`config.mk`:
```
export PLATFORM = sky130hd
export DESIGN_NAME = mode_key_controller
export DESIGN_NICKNAME = d
export VERILOG_FILES = /design/src/rtl/led_ctrl_pkg.sv /design/src/rtl/key_debounce.sv /design/src/rtl/mode_key_controller.sv
export SDC_FILE = /design/constraint.sdc
export NUM_CORES = 1
export LEC_CHECK = 0
export ABC_AREA = 1
export ABC_CLOCK_PERIOD_IN_PS = 3300
export CAP_MARGIN = 0
export CORE_MARGIN = 3
export CORE_UTILIZATION = 45
export CTS_CLUSTER_SIZE = 10
export DETAILED_ROUTE_END_ITERATION = 16
export PLACE_DENSITY = 0.68
export SYNTH_ARGS = -nofsm -noshare
export SYNTH_HDL_FRONTEND = slang
export SYNTH_HIERARCHICAL = 1
export SYNTH_SLANG_ARGS = --single-unit
```
`constraint.sdc`:
```
create_clock -name clk -period 3.3 [get_ports clk]
set_input_delay 0.66 -clock clk [delete_from_list [all_inputs] [get_ports clk]]
set_output_delay 0.66 -clock clk [all_outputs]
set_load 0.005 [all_outputs]
```
`src/rtl/led_ctrl_pkg.sv`:
```
// led_ctrl_pkg: mode codes and FSM state encoding shared by the key controller and the LED selector
//   MODE_W   width of the mode code
//   MODE_OFF code for "LEDs dark"
//   state_t  OFF/RUN encoding (ST_OFF, ST_RUN)
package led_ctrl_pkg;
  localparam int MODE_W = 4;
  localparam logic [MODE_W-1:0] MODE_OFF = 4'd0;
  typedef enum logic {ST_OFF = 1'b0, ST_RUN = 1'b1} state_t;
endpackage

```
`src/rtl/key_debounce.sv`:
```
// key_debounce: 2-flop synchronizer, debounce counter and press detector for one active-low key
//   clk    in  system clock
//   rst_n  in  asynchronous reset, active low
//   key_n  in  raw key pin, low = pressed
//   press  out one-cycle pulse on an accepted 1->0 transition
module key_debounce #(
  parameter logic [19:0] DEB_CYCLES = 20'd500000
) (
  input  logic clk,
  input  logic rst_n,
  input  logic key_n,
  output logic press
);
  logic s1, s2, level, accept;
  logic [19:0] cnt;
  // The synced level must disagree with the accepted level for DEB_CYCLES consecutive cycles.
  assign accept = (s2 != level) && (cnt == DEB_CYCLES - 20'd1);
  always_ff @(posedge clk or negedge rst_n) begin
    if (!rst_n) begin
      s1    <= 1'b1;
      s2    <= 1'b1;
      level <= 1'b1;
      cnt   <= '0;
      press <= 1'b0;
    end else begin
      s1    <= key_n;
      s2    <= s1;
      cnt   <= (s2 == level || accept) ? '0 : cnt + 20'd1;
      level <= accept ? s2 : level;
      press <= accept && !s2;
    end
  end
endmodule

```
`src/rtl/mode_key_controller.sv`:
```
// mode_key_controller: debounced three-key front end driving the OFF/RUN mode FSM for the LED selector
//   clk          in  system clock
//   rst_n        in  asynchronous reset, active low
//   key_next_n   in  raw key, low = pressed; next mode
//   key_prev_n   in  raw key, low = pressed; previous mode
//   key_off_n    in  raw key, low = pressed; toggle OFF/RUN
//   mode_select  out registered mode code, 0 = off, 1..NUM_MODES = pattern
//   mode_changed out one-cycle pulse coincident with a new mode_select value
// Optional feature: define AUTO_CYCLE_EN to auto-advance the mode every AUTO_PERIOD cycles in RUN.
module mode_key_controller
  import led_ctrl_pkg::*;
#(
  parameter logic [19:0] DEB_CYCLES  = 20'd500000,
  parameter int          NUM_MODES   = 4,
  parameter logic [31:0] AUTO_PERIOD = 32'd100000000
) (
  input  logic              clk,
  input  logic              rst_n,
  input  logic              key_next_n,
  input  logic              key_prev_n,
  input  logic              key_off_n,
  output logic [MODE_W-1:0] mode_select,
  output logic              mode_changed
);
  localparam logic [MODE_W-1:0] TOP = MODE_W'(NUM_MODES);
  logic p_next, p_prev, p_off, any, fwd, bwd, tick;
  state_t state, state_n;
  logic [MODE_W-1:0] last, last_n, mode_n, inc, dec;
  key_debounce #(.DEB_CYCLES(DEB_CYCLES)) u_next (.clk(clk), .rst_n(rst_n), .key_n(key_next_n), .press(p_next));
  key_debounce #(.DEB_CYCLES(DEB_CYCLES)) u_prev (.clk(clk), .rst_n(rst_n), .key_n(key_prev_n), .press(p_prev));
  key_debounce #(.DEB_CYCLES(DEB_CYCLES)) u_off  (.clk(clk), .rst_n(rst_n), .key_n(key_off_n),  .press(p_off));
  assign any = p_next || p_prev || p_off;
  // next and prev in the same cycle cancel each other
  assign fwd = p_next && !p_prev;
  assign bwd = p_prev && !p_next;
  assign inc = (last == TOP) ? 4'd1 : last + 4'd1;
  assign dec = (last == 4'd1) ? TOP : last - 4'd1;
`ifdef AUTO_CYCLE_EN
  logic [31:0] timer;
  // any key press in the expiry cycle takes precedence over the timer
  assign tick = (state == ST_RUN) && (timer == AUTO_PERIOD - 32'd1) && !any;
  always_ff @(posedge clk or negedge rst_n) begin
    if (!rst_n) timer <= '0;
    else timer <= (state != ST_RUN || state_n != ST_RUN || any || tick) ? '0 : timer + 32'd1;
  end
`else
  assign tick = 1'b0;
`endif
  always_comb begin
    state_n = state;
    last_n  = last;
    if (p_off) begin
      state_n = (state == ST_OFF) ? ST_RUN : ST_OFF;
    end else if (state == ST_OFF) begin
      state_n = (fwd || bwd) ? ST_RUN : ST_OFF;
      last_n  = bwd ? dec : last;
    end else begin
      last_n = (fwd || tick) ? inc : bwd ? dec : last;
    end
    mode_n = (state_n == ST_RUN) ? last_n : MODE_OFF;
  end
  always_ff @(posedge clk or negedge rst_n) begin
    if (!rst_n) begin
      state        <= ST_OFF;
      last         <= 4'd1;
      mode_select  <= MODE_OFF;
      mode_changed <= 1'b0;
    end else begin
      state        <= state_n;
      last         <= last_n;
      mode_select  <= mode_n;
      mode_changed <= mode_n != mode_select;
    end
  end
endmodule

```
==> reports/metrics.cfg <==
[status]
status = complete, no violations

[global_route]
grt_usage_pct = 16.8
grt_pass1_vias = 3653
grt-ovfl-total = 0
grt_max_degree = 83
grt_pass1_wl_mm = 16.0
antenna_found_initial = 0

[timing]
fin_worst_skew_ns = 0.0144
period_needed_ns = 1.89
worst_slew_pin_slew_ns = 1.03
period_share_pct = 57.3
slew_viol_final = 0
final_hold_viol_count = 0
slew_headroom_pct = 31.3
rsz0062_at_grt = false
max_freq_ghz = 0.528
fin_tns_setup_ns = 0
setup_viol = 0
fin_hold_ws_ns = 0.368

[die]
die-area_um2 = 11500
die_h_um = 107
std_cell_rows = 36
ios = 10
core_um2 = 9910
die_x_um = 107
initial_utilization_pct = 46.7

[worst_setup_path]
critical-path-max-stage-delay_ns = 0.51
r2r_end = mode_changed$_DFF_PN0_
timing.rr.start = last[0]$_DFF_PN1_
cp.arrival_ns = 1.23
critPathLaunchType = flip-flop
cp_slowest_cell = clkdlybuf4s50_1
r2r_slack_ns = 1.41
crit_cells = 1
path_delay_family = buffers and inverters
crit_fanout = 3
crit_path_end_kind = output port
required_ns = 2.64
r2r_cells = 14
worstSetupPathType = flip-flop to output port
crit_buf_inv = 1
crit_chain = clkdlybuf4s50_1

[final_layout]
num-nets-final = 641
fillers = 983
syn_to_final_growth_pct = 9.05
drive_gt1_share_pct = 10.6
antenna_cells = 0

[pwr]
power.density_nw_per_um2 = 369
max-vdd-ir-drop_v = 0.000274
power.leakage_nw = 2.24
power_mw = 1.86

[clock_network]
cts_tree = done
clk_pin_slew_ns = 0.08
cts.sinks = 82
clk_path_buf_depth = 2
cts_buffers = 9
holdBufCountCts = 0
cts_root_buf = clkbuf_8
cts_max_level = 3
postCtsSetupBuffers = 0
postCtsResizedCells = 0
clkLatencyLatePin_ns = 0.34

[drt]
initialDrtViolationCount = 205
ant_nets = 0
via_count = 3731
avgRoutedWirePerCell_um = 11.4
viasPerCell = 4.87
firstDrtPassIters = 5
wl_mm = 8.77
drc = 0

[placed_design]
routabilityCongestion = 0.896
io_buffers = 9
place_hpwl_mm = 6.37

[min_path]
hp-class = flip-flop to flip-flop
hold_start = u_prev/s1$_DFF_PN1_
whs_path_depth = 0
hold_path_end = u_prev/s2$_DFF_PN1_

[yosys]
synth.net_count = 625
ys_ff_latch = 82
ys_warn_count = 6
synth.distinct_cells = 26
yosysSeqAreaShare_pct = 44.6
postSynthAreaPerCell_um2 = 7.57
netlist_instances = 612
syn_area_um2 = 4630

[run]
cap_viol_max_count = 0

[layout by cell type, fill, tap and decap left out]
cell             Yosys  layout
nand2_2             10      10
nand3_1             50      50
xor2_1              21      21
nor2_4               4       4
nand2_4              7       7
nor2b_1              3       3
o21ai_0             12      12
o21bai_1             3       3
nand4_1             22      22
nor3b_1              3       3
clkdlybuf4s50_1      0       8
a21oi_1              4       4
clkbuf_8             0       9
nand3_2              3       3
ha_1                 8       8
xnor2_1              6       6
o21ai_2              1       1
buf_4                0       1
nand3_4              1       1
a31oi_1              1       1
clkbuf_1             0       2
dfrtp_1             72      72
nor2_1             146     146
inv_1               71      71
bufinv_16            0       2
nand2_1            134     134
clkinv_4             1       2
inv_2                6       6
nor2_2               9       9
clkinv_2             0       2
dfstp_2             10      10
[logic make-up (layout without fill, tap and decap cells)]
group,Yosys count,count (layout),synth area share [%]
and+or+nand+nor,392,392,38.2
DFF,82,82,44.6
buffers and inverters,82,103,7.40
xor gates and xnor gates,27,27,5.11
AOI/OAI and AO/OA,21,21,2.54
adders and majority gates,8,8,2.16
[flip-flops by register name (all words and copies together), names as in the netlist, 4 cells and up]
signal,count
last,4
mode_select,4
u_next/cnt,20
u_off/cnt,20
u_prev/cnt,20
[worst max path at each step]
| stage | from | to | slack, ns |
|---|---|---|---|
| 2_1_floorplan | last[0]$_DFF_PN1_ | mode_changed$_DFF_PN0_ | 1.60 |
| 3_3_place_gp | last[0]$_DFF_PN1_ | mode_changed$_DFF_PN0_ | 1.52 |
| 3_5_place_dp | last[0]$_DFF_PN1_ | mode_changed$_DFF_PN0_ | 1.43 |
| 4_1_cts | mode_select[1]$_DFF_PN0_ | mode_select[1] | 1.38 |
| 5_1_grt | last[0]$_DFF_PN1_ | mode_changed$_DFF_PN0_ | 1.23 |
| 6_report | mode_select[1]$_DFF_PN0_ | mode_select[1] | 1.41 |
[power breakdown]
part / switching, mW / internal (mW)
clock: 0.350 / 0.426
sequential: 0.0117 / 1.02
combinational: 0.0424 / 0.0148
[cells in the mapped netlist (all sizes together)]
library cell | number | area share, %
nor2b | 3 | 0.41
buf | 4 | 0.97
xor2 | 21 | 4.0
a31oi | 1 | 0.14
o21bai | 3 | 0.49
xnor2 | 6 | 1.1
nand4 | 22 | 3.0
nand2 | 151 | 14
a21oi | 4 | 0.43
nand3 | 54 | 6.4
clkinv | 1 | 0.19
dfstp | 10 | 5.7
nor3b | 3 | 0.49
dfrtp | 72 | 39
o21ai | 13 | 1.5
inv | 77 | 6.2
nor2 | 159 | 14
ha | 8 | 2.2
[layer usage]
layer  track usage, %  up-vias  wire [um]  part of all wire [%]
met5                0        -          0                     0
met4             5.59        0        116                   1.3
met3             3.24       12        239                   2.7
met2             27.7       46       4130                    47
met1             22.3     1734       4290                    49
li1                 -     1939          -                     -
[area by class of cell]
cell class	count	area (um2)	area share (%)
multi-input combinational	448	2220	44.0
sequential	82	2060	40.9
inverter	78	298	5.90
tap	133	166	3.29
clock buffer	11	131	2.60
timing repair buffer	9	87.6	1.73
clock inverter	5	78.8	1.56
[metrics by stage]
stage                     cell area [um2]  cells  worst slack (ns)  util [%]
after floorplan                      4630    612              1.60         -
after global placement               4840    750              1.52      48.9
after detailed placement             4840    750              1.43      48.9
after CTS                            5050    766              1.38      51.0
after global routing                 5050    766              1.23      51.0
final                                5050    766              1.41      51.0
Note: power is estimated with default switching activity, not from simulation.
